## config.mk

```make
export PLATFORM = sky130hd
export DESIGN_NAME = led_pwm_dev_flat
export DESIGN_NICKNAME = d
export VERILOG_FILES = /design/src/rtl/led_pwm_dev_if.sv /design/src/rtl/led_pwm_dev.sv /design/src/flat_wrapper.sv
export SDC_FILE = /design/constraint.sdc
export NUM_CORES = 1
export LEC_CHECK = 0
export ABC_AREA = 1
export BUFFER_PORTS_ARGS = -buffer_cell sky130_fd_sc_hd__buf_2
export CORE_ASPECT_RATIO = 2
export CORE_UTILIZATION = 44
export CTS_CLUSTER_SIZE = 28
export DETAILED_ROUTE_END_ITERATION = 16
export GPL_TIMING_DRIVEN = 1
export SYNTH_ARGS = -nofsm -noshare
export SYNTH_HDL_FRONTEND = slang
export SYNTH_SLANG_ARGS = --single-unit
```

## constraint.sdc

```tcl
create_clock -name clk -period 1.9 [get_ports clk]
set_clock_uncertainty 0.15 [all_clocks]
set_input_delay 0.19 -clock clk [delete_from_list [all_inputs] [get_ports clk]]
set_output_delay 0.19 -clock clk [all_outputs]
set_load 0.01 [all_outputs]
```

## src/rtl/led_pwm_dev_if.sv

```systemverilog
// Bus interface for the LED PWM peripheral: 16-bit 68000-style local bus with
// upper/lower byte strobes, a read/write select and a registered acknowledge.
//   data_write : write data, [15:8] even byte, [7:0] odd byte
//   data_read  : registered read data
//   addr       : byte address within the block (addr[0] ignored)
//   uds / lds  : upper / lower byte strobes
//   rw         : 1 = read, 0 = write
//   ack        : registered acknowledge, one cycle after a strobe
interface led_pwm_dev_if;
  logic [15:0] data_write;
  logic [15:0] data_read;
  logic [7:0]  addr;
  logic        uds;
  logic        lds;
  logic        rw;
  logic        ack;

  modport master (
    output data_write, addr, uds, lds, rw,
    input  data_read, ack
  );

  modport slave (
    input  data_write, addr, uds, lds, rw,
    output data_read, ack
  );
endinterface

```

## src/rtl/led_pwm_dev.sv

```systemverilog
// LED PWM peripheral: NUM_LEDS channels, each with enable, PWM brightness and
// an optional blink gate. One shared prescaler drives a single PWM counter;
// frame wraps drive a blink phase toggle. Duty values are double-buffered and
// move into the shadow copies only at frame boundaries.
//   clk     : system clock
//   reset_n : asynchronous active-low reset
//   bus     : slave side of led_pwm_dev_if
//   leds    : registered LED drive, 1 = on
module led_pwm_dev #(
  parameter int unsigned NUM_LEDS = 8,
  parameter int unsigned PWM_BITS = 8
) (
  input  logic                clk,
  input  logic                reset_n,
  led_pwm_dev_if.slave        bus,
  output logic [NUM_LEDS-1:0] leds
);

  typedef logic [PWM_BITS-1:0] duty_t;

  localparam duty_t      DutyMax    = '1;
  localparam logic [6:0] WEnable    = 7'h00;
  localparam logic [6:0] WBlink     = 7'h01;
  localparam logic [6:0] WPrescale  = 7'h02;
  localparam logic [6:0] WBlinkPer  = 7'h03;
  localparam logic [6:0] WStatus    = 7'h04;

  logic [NUM_LEDS-1:0] enable_q, enable_d;
  logic [NUM_LEDS-1:0] blink_q, blink_d;
  logic [NUM_LEDS-1:0] leds_q, leds_d;
  logic [15:0]         prescale_q, prescale_d;
  logic [15:0]         blink_period_q, blink_period_d;
  logic [15:0]         pre_cnt_q, pre_cnt_d;
  logic [15:0]         frame_cnt_q, frame_cnt_d;
  logic [15:0]         data_read_q, data_read_d;
  duty_t               pwm_cnt_q, pwm_cnt_d;
  duty_t               duty_q [NUM_LEDS];
  duty_t               duty_d [NUM_LEDS];
  duty_t               shadow_q [NUM_LEDS];
  duty_t               shadow_d [NUM_LEDS];
  logic                pending_q, pending_d;
  logic                phase_q, phase_d;
  logic                ack_q, ack_d;

  logic                strobe, wr, rd;
  logic [6:0]          word;
  logic [15:0]         lane_mask;
  logic                tick, frame_end;
  logic [NUM_LEDS-1:0] duty_sel;
  logic                duty_write;
  logic [15:0]         rdata;
  logic                unused_addr0;

  function automatic logic [15:0] merge(input logic [15:0] old_v, input logic [15:0] new_v,
                                        input logic [15:0] mask);
    return (old_v & ~mask) | (new_v & mask);
  endfunction

  assign strobe       = bus.uds | bus.lds;
  assign wr           = strobe & ~bus.rw;
  assign rd           = strobe & bus.rw;
  assign word         = bus.addr[7:1];
  assign unused_addr0 = bus.addr[0];
  assign lane_mask    = {{8{bus.uds}}, {8{bus.lds}}};
  assign tick         = (pre_cnt_q == prescale_q);
  assign frame_end    = tick && (pwm_cnt_q == DutyMax);

  // DUTY[i] lives at word 8 + i; words past NUM_LEDS decode to nothing.
  always_comb begin
    for (int i = 0; i < NUM_LEDS; i++) begin
      duty_sel[i] = (word == 7'(8 + i));
    end
  end

  assign duty_write = wr & (|duty_sel);

  always_comb begin
    rdata = '0;
    case (word)
      WEnable:   rdata = 16'(enable_q);
      WBlink:    rdata = 16'(blink_q);
      WPrescale: rdata = prescale_q;
      WBlinkPer: rdata = blink_period_q;
      WStatus:   rdata = {14'd0, pending_q, phase_q};
      default: begin
        for (int i = 0; i < NUM_LEDS; i++) begin
          if (duty_sel[i]) rdata = 16'(duty_q[i]);
        end
      end
    endcase
  end

  always_comb begin
    ack_d          = strobe;
    data_read_d    = rd ? (rdata & lane_mask) : 16'd0;
    enable_d       = enable_q;
    blink_d        = blink_q;
    prescale_d     = prescale_q;
    blink_period_d = blink_period_q;
    duty_d         = duty_q;
    shadow_d       = shadow_q;
    pending_d      = pending_q;
    pre_cnt_d      = pre_cnt_q;
    pwm_cnt_d      = pwm_cnt_q;
    frame_cnt_d    = frame_cnt_q;
    phase_d        = phase_q;
    leds_d         = '0;

    if (wr) begin
      case (word)
        WEnable:   enable_d = NUM_LEDS'(merge(16'(enable_q), bus.data_write, lane_mask));
        WBlink:    blink_d = NUM_LEDS'(merge(16'(blink_q), bus.data_write, lane_mask));
        WPrescale: prescale_d = merge(prescale_q, bus.data_write, lane_mask);
        WBlinkPer: blink_period_d = merge(blink_period_q, bus.data_write, lane_mask);
        default: begin
          for (int i = 0; i < NUM_LEDS; i++) begin
            if (duty_sel[i]) begin
              duty_d[i] = PWM_BITS'(merge(16'(duty_q[i]), bus.data_write, lane_mask));
            end
          end
        end
      endcase
    end

    // A PRESCALE write restarts the prescaler so the new rate starts cleanly.
    if (wr && (word == WPrescale)) begin
      pre_cnt_d = '0;
    end else if (tick) begin
      pre_cnt_d = '0;
    end else begin
      pre_cnt_d = pre_cnt_q + 16'd1;
    end

    if (tick) pwm_cnt_d = pwm_cnt_q + 1'b1;

    // Shadows take the pre-edge DUTY values, so a write landing on the
    // frame_end edge waits for the next frame and keeps pending set.
    if (frame_end) begin
      for (int i = 0; i < NUM_LEDS; i++) begin
        shadow_d[i] = duty_q[i];
      end
    end

    if (duty_write) begin
      pending_d = 1'b1;
    end else if (frame_end) begin
      pending_d = 1'b0;
    end

    if (blink_period_q == 16'd0) begin
      phase_d     = 1'b1;
      frame_cnt_d = '0;
    end else if (frame_end) begin
      if (frame_cnt_q == blink_period_q) begin
        phase_d     = ~phase_q;
        frame_cnt_d = '0;
      end else begin
        frame_cnt_d = frame_cnt_q + 16'd1;
      end
    end

    for (int i = 0; i < NUM_LEDS; i++) begin
      leds_d[i] = enable_q[i] &
                  ((shadow_q[i] == DutyMax) | (pwm_cnt_q < shadow_q[i])) &
                  (~blink_q[i] | phase_q);
    end
  end

  always_ff @(posedge clk or negedge reset_n) begin
    if (!reset_n) begin
      ack_q          <= 1'b0;
      data_read_q    <= '0;
      enable_q       <= '0;
      blink_q        <= '0;
      prescale_q     <= '0;
      blink_period_q <= '0;
      duty_q         <= '{default: '0};
      shadow_q       <= '{default: '0};
      pending_q      <= 1'b0;
      pre_cnt_q      <= '0;
      pwm_cnt_q      <= '0;
      frame_cnt_q    <= '0;
      phase_q        <= 1'b0;
      leds_q         <= '0;
    end else begin
      ack_q          <= ack_d;
      data_read_q    <= data_read_d;
      enable_q       <= enable_d;
      blink_q        <= blink_d;
      prescale_q     <= prescale_d;
      blink_period_q <= blink_period_d;
      duty_q         <= duty_d;
      shadow_q       <= shadow_d;
      pending_q      <= pending_d;
      pre_cnt_q      <= pre_cnt_d;
      pwm_cnt_q      <= pwm_cnt_d;
      frame_cnt_q    <= frame_cnt_d;
      phase_q        <= phase_d;
      leds_q         <= leds_d;
    end
  end

  assign bus.ack       = ack_q;
  assign bus.data_read = data_read_q;
  assign leds          = leds_q;

endmodule
```

## src/flat_wrapper.sv

```systemverilog
// flat-port wrapper written by rule: the top's interface ports become plain ports
module led_pwm_dev_flat 
#(
  parameter int unsigned NUM_LEDS = 8,
  parameter int unsigned PWM_BITS = 8
)
  (clk, reset_n, leds, bus_data_write, bus_addr, bus_uds, bus_lds, bus_rw, bus_data_read, bus_ack);
  led_pwm_dev_if bus_i ();
  input  logic clk;
  input  logic reset_n;
  output logic [NUM_LEDS-1:0] leds;
  input wire logic [$bits(bus_i.data_write)-1:0] bus_data_write;
  input wire logic [$bits(bus_i.addr)-1:0] bus_addr;
  input wire logic [$bits(bus_i.uds)-1:0] bus_uds;
  input wire logic [$bits(bus_i.lds)-1:0] bus_lds;
  input wire logic [$bits(bus_i.rw)-1:0] bus_rw;
  output wire logic [$bits(bus_i.data_read)-1:0] bus_data_read;
  output wire logic [$bits(bus_i.ack)-1:0] bus_ack;
  assign bus_i.data_write = bus_data_write;
  assign bus_i.addr = bus_addr;
  assign bus_i.uds = bus_uds;
  assign bus_i.lds = bus_lds;
  assign bus_i.rw = bus_rw;
  assign bus_data_read = bus_i.data_read;
  assign bus_ack = bus_i.ack;
  led_pwm_dev #(.NUM_LEDS(NUM_LEDS), .PWM_BITS(PWM_BITS)) u_core (.clk(clk), .reset_n(reset_n), .bus(bus_i), .leds(leds));
endmodule
```

Word-level counts from Yosys, hierarchy flattened
Index checks and enable logic that the tools add are counted.
{"block": "totals", "register_bits": 243, "inputBits": 29, "output_inout_bits": 25}
{"block": "op_classes", "add_sub_neg": 3, "n_lt_le_gt_ge": 8, "eq_ne": 23, "muxes": 20, "bitwise": 74, "n_reduce_logical": 22}
{"op": "$mux W16", "count": 6}
{"op": "$and A8 B8 Y8", "count": 10}
{"op": "$or A8 B8 Y8", "count": 10}
{"op": "$pmux W16 S5", "count": 1}
{"op": "$eq A8 B8 Y1 const B", "count": 9}
{"op": "$and A16 B16 Y16", "count": 4}
{"op": "$lt A8 B8 Y1", "count": 8}
{"op": "$mux W8", "count": 8}
{"op": "$eq A7 B4 Y1 const B", "count": 8}
{"op": "$add A16 B1 Y16 const B", "count": 2}
{"op": "$eq A16 B16 Y1", "count": 2}
{"op": "$or A16 B16 Y16", "count": 2}
{"op": "$reduce_and A3 Y1", "count": 8}
{"op": "$and A1 B1 Y1", "count": 19}
{"op": "$or A1 B1 Y1", "count": 17}
{"op": "$logic_not A16 Y1", "count": 1}
{"op": "$not A16 Y16", "count": 1}
{"op": "$eq A7 B2 Y1 const B", "count": 2}
{"op": "$not A1 Y1", "count": 11}
{"op": "$reduce_and A2 Y1", "count": 5}
{"op": "$add A8 B1 Y8 const B", "count": 1}
{"op": "$reduce_or A8 Y1", "count": 1}
{"op": "$eq A7 B1 Y1 const B", "count": 1}
{"op": "$eq A7 B3 Y1 const B", "count": 1}
{"op": "other kinds (5)", "count": 12}

Depth between registers and ports, before layout
{"block": "depth", "depth_word": 12, "depth_mapped": 14}

Worst setup path after synthesis
No wires, ideal clock.
{"block": "synth_path", "path_kind": "reg2reg", "start": "register u_core.pwm_cnt_q[1]", "end": "register u_core.frame_cnt_q[2]", "setup_time_ns": 0.119, "arrival_time_ns": 1.727, "required_time_ns": 1.631, "slack_ns": -0.095, "stages_incl_launch_ff": 12, "cell_sequence": "dfrtp_1 -> ha_1 -> inv_1 -> nor2_1 -> nand3_1 -> nor2_1 -> nand3_1 -> nand2_1 -> inv_2 -> clkbuf_1 -> nand2_1 -> nand2_1"}
{"block": "synth_between", "elab_chain_cells": 3}
{"item": "start, declared", "line_no": "led_pwm_dev.sv:36", "rtl": "duty_t pwm_cnt_q, pwm_cnt_d;"}
{"item": "start signal, assigned", "line_no": "led_pwm_dev.sv:196", "rtl": "pwm_cnt_q <= pwm_cnt_d;"}
{"item": "$eq A8 B8 Y1", "line_no": "led_pwm_dev.sv:66", "rtl": "assign frame_end = tick && (pwm_cnt_q == DutyMax);"}
{"item": "$logic_and A1 B1 Y1", "line_no": "led_pwm_dev.sv:66"}
{"item": "$reduce_bool A2 Y1 (no source line)"}
{"item": "end signal, assigned", "line_no": "led_pwm_dev.sv:197", "rtl": "frame_cnt_q <= frame_cnt_d;"}
{"item": "end, declared", "line_no": "led_pwm_dev.sv:34", "rtl": "logic [15:0] frame_cnt_q, frame_cnt_d;"}
Every way passes these cells.
A chain may end at the register's enable or synchronous reset.

Worst setup path after layout
{"block": "layout_path", "start": "register u_core.pwm_cnt_q[0]", "end": "register u_core.frame_cnt_q[1]"}
The elaborated chain is that of the path after synthesis.

==> summary.md <==
| Metric | Value |
|---|---|
| Outcome | finished with violations |
| Failing checks | setup timing |
| WL met3 | ~1500 um |
| Worst Path Arrival | ~2.3 ns |
| Post-layout minimum cycle time | between 1.5 and 2 ns |
| Area leader, netlist | dfrtp_1 |
| Cell Area, Synth | 12700 um2 |
| Worst R2R End | u_core.frame_cnt_q[1] |
| Post-place setup slack | -0.109 ns |
| Area Overhead vs Synth | 24.3% |
| H-tree depth | 1 |
| Metal1 wirelength | approximately 14000 um |
| N_diodes | 0 |
| Post-DR wirelength/cell | 18.1 um |
| Rows | 87 |
| Max stage delay on crit path | approximately 0.36 ns |
| Number of max-cap violations | 0 |
| Critical Path RT | between 2 and 2.5 ns |
| CTS Root Cell | clkbuf_16 |
| TritonCTS clock tree | built |
| Clk slew on worst S/H paths | 0.07 ns |
| CTS buffer count | 23 |
| Initial antenna violation count | 0 |
| Avg Cell Area, Syn | ~8 um2 |
| Worst Max-Slew Pin Slew | ~0.65 ns |
| Hpwl dp | approximately 28000 um |
| Setup violators final | 27 |
| Metal2 WL | approximately 21000 um |
| PortBufs | 52 |
| RD Place Congestion | 0.906 |
| Total GRT Usage | 27.2% |
| Initial Util | 44.8% |
| Worst path cell trace | ha_2, inv_2, nor2_4, nand3_2, nor2_2, inv_2, nor2_4, buf_12, buf_12, clkbuf_16, nand3_2, nand2_1 |
| Hold Slack | 0.0160 ns |
| Deepest clock path buffer count | 3 |
| Placed cells | 2076 |
| Fmax achieved | roughly 0.52 GHz |
| Worst-skew pair later-pin latency | 0.54 ns |
| Post-synthesis cell count | between 1500 and 2000 |
| Type of the worst min-delay path | primary input to async pin |
| #FFs+latches synth | around 240 |
| Area share of the largest cell type after synthesis | a little under half |
| Vias in the first global route | between 10000 and 15000 |
| LEAKAGE | 7.62 nW |
| DRT antenna net count | 0 |
| Synth area leaders | dfrtp_1 (48%), nand2_1 (13%), o21ai_0 (7.6%), ha_1 (5.8%), inv_1 (5.4%) |
| Slew Viols, Final | 0 |
| Max Used Layer | met4 |
| Initial drt markers | between 600 and 700 |
| Core Footprint | between 20000 and 30000 um2 |
| Die width | 122 um |
| Sequential cell area fraction in the yosys report | between 40% and 50% |
| Family with the most delay on the worst path | simple AND/OR/NAND/NOR gates |
| Grt total ovfl | 0 |
| Layout cell share with drive strength beyond 1 | about 17% |
| Critical path origin | u_core.pwm_cnt_q[0] |
| Final Instance Count excl. Fillers | about 2100 |
| R2R Setup Slk | -0.04 ns |
| Worst rel slew slack | between 50% and 60% |
| Reg2reg start | u_core.pwm_cnt_q[0] |
| Post-Synthesis Net Count | around 1700 |
| Die area | 29600 um2 |
| Netlist cell types | 34 |
| RSZ-0062 raised after global routing | true |
| Worst-path fanout max | 7 |
| First-pass GRT wire length | about 60000 um |
| Setup WS post-layout | -0.0388 ns |
| Critical-path top delay cell | dfrtp_1 |
| WS Path Type | flip-flop to flip-flop |
| Period utilization | 102% |
| I/O pins | 54 |
| Layout filler cell count | roughly 2700 |
| Maximum VDD drop | 0.882 mV |
| Final core occ | 55.7% |
| Startpoint type of the worst setup path | flip-flop |
| Via density | 5.24 |
| Routed via count | around 11000 |
| Final Hold Fails | 0 |
| Pwr per Cell Area | approximately 740 nW/um2 |
| First-pass detailed-route iteration total | 5 |
| Pin count of the biggest net entering global routing | 55 |
| Post-route DRC | 0 |
| Crit end category | flip-flop |
| Final wirelength | just under 40000 um |
| Die height | 242 um |
| Final #Nets | about 1900 |
| Critical path buffer and inverter count | 5 |
| Clock Sinks | 243 |
| R2R cell count | 12 |
| Ys Warns | 0 |
-- synth_stat cells --
cell type	instances
dfrtp_1	243
ha_1	59
nor3_4	1
inv_1	182
nor4_1	15
nand3_1	106
a21boi_0	2
o21a_1	10
inv_2	1
clkbuf_1	42
nand3b_1	7
nand4_1	18
o21ai_0	193
nand2_2	2
nor3_1	16
or2_2	2
nor2_4	1
and3_1	1
o31ai_1	1
or4_1	1
nor3b_1	2
o211ai_1	2
nor2_1	98
a211oi_1	1
a21oi_1	55
nor2_2	5
clkinv_1	2
nand2_1	448
xnor2_1	16
o21ai_1	10
buf_1	4
buf_2	12
buf_4	3
xor2_1	39
-- where the power goes --
| part | leakage (nW) | switching (mW) | internal, mW |
|---|---|---|---|
| logic | 3.90 | 0.880 | 0.628 |
| registers | 3.34 | 0.193 | 5.36 |
| clock network | 0.373 | 2.08 | 2.56 |
| total | 7.62 | 3.15 | 8.56 |
-- kinds of logic (layout without fill, tap and decap cells) --
group                    count (synthesis)  in the layout  synth area share [%]
adder cells (fa/ha/maj)                 59             59                  5.82
buffers and inverters                  246            438                  7.48
AO/OA/AOI/OAI                          274            274                  11.1
flip-flops                             243            243                  47.9
AND/OR/NAND/NOR                        723            723                  23.9
XOR/XNOR                                55             55                  3.79
-- layout make-up --
class / instances / area, um2 / share of cell area (%)
timing repair buffer: 211 / 1880 / 11.9
clock inverter: 11 / 86.3 / 0.547
multi-input combinational: 1111 / 5930 / 37.6
clock buffer: 31 / 656 / 4.16
sequential: 243 / 6080 / 38.5
inverter: 185 / 697 / 4.42
tap: 356 / 445 / 2.82
-- per-stage QoR --
step	setup TNS (ns)	power (mW)	area (um2)
global placement	-6.46	7.07	14300
global route	-11.72	12.2	15800
CTS	-0.446	11.8	15400
finish	-0.350	11.7	15800
detailed placement	-9.44	7.08	14300
floorplan	0	6.33	12700
-- how the worst max path moves through the flow --
stage,end,slack (ns),depth (start not counted)
after floorplan,u_core.pending_q,0.004,10
after global placement,u_core.frame_cnt_q[14],-0.09,11
after detailed placement,u_core.frame_cnt_q[1],-0.11,11
after CTS,u_core.pending_q,-0.03,12
after global routing,u_core.frame_cnt_q[14],-0.18,11
final,u_core.frame_cnt_q[1],-0.04,12
-- cell usage in the layout, fill, tap and decap left out, drive strengths merged --
cell type    netlist  layout
nand2            450     450
dfrtp            243     243
o21ai            203     203
buf               19     193
inv              183     184
nand3            106     106
nor2             104     104
ha                59      59
a21oi             55      55
xor2              39      39
clkbuf            42      35
nand4             18      18
nor3              17      17
xnor2             16      16
nor4              15      15
dlygate4sd3        0      14
o21a              10      10
clkinv             2      10
nand3b             7       7
nor3b              2       2
a21boi             2       2
o211ai             2       2
or2                2       2
and3               1       1
or4                1       1
a211oi             1       1
o31ai              1       1
bufinv             0       1
clkinvlp           0       1
-- repair_timing --
action,in CTS,in global routing
resized for setup,31,83
gates cloned,4,5
hold endpoints to repair,278,0
buffers inserted,8,0
pin swaps,3,17
setup endpoints to repair,93,96
hold buffers,14,0
-- per-layer routing --
layer  vias up  GRT usage, %
met4         0          17.4
met3       109          3.23
met2       302          49.8
li1       5512             -
met1      5322          28.5
met5         -             0
Note: power is estimated with default switching activity, not from simulation.
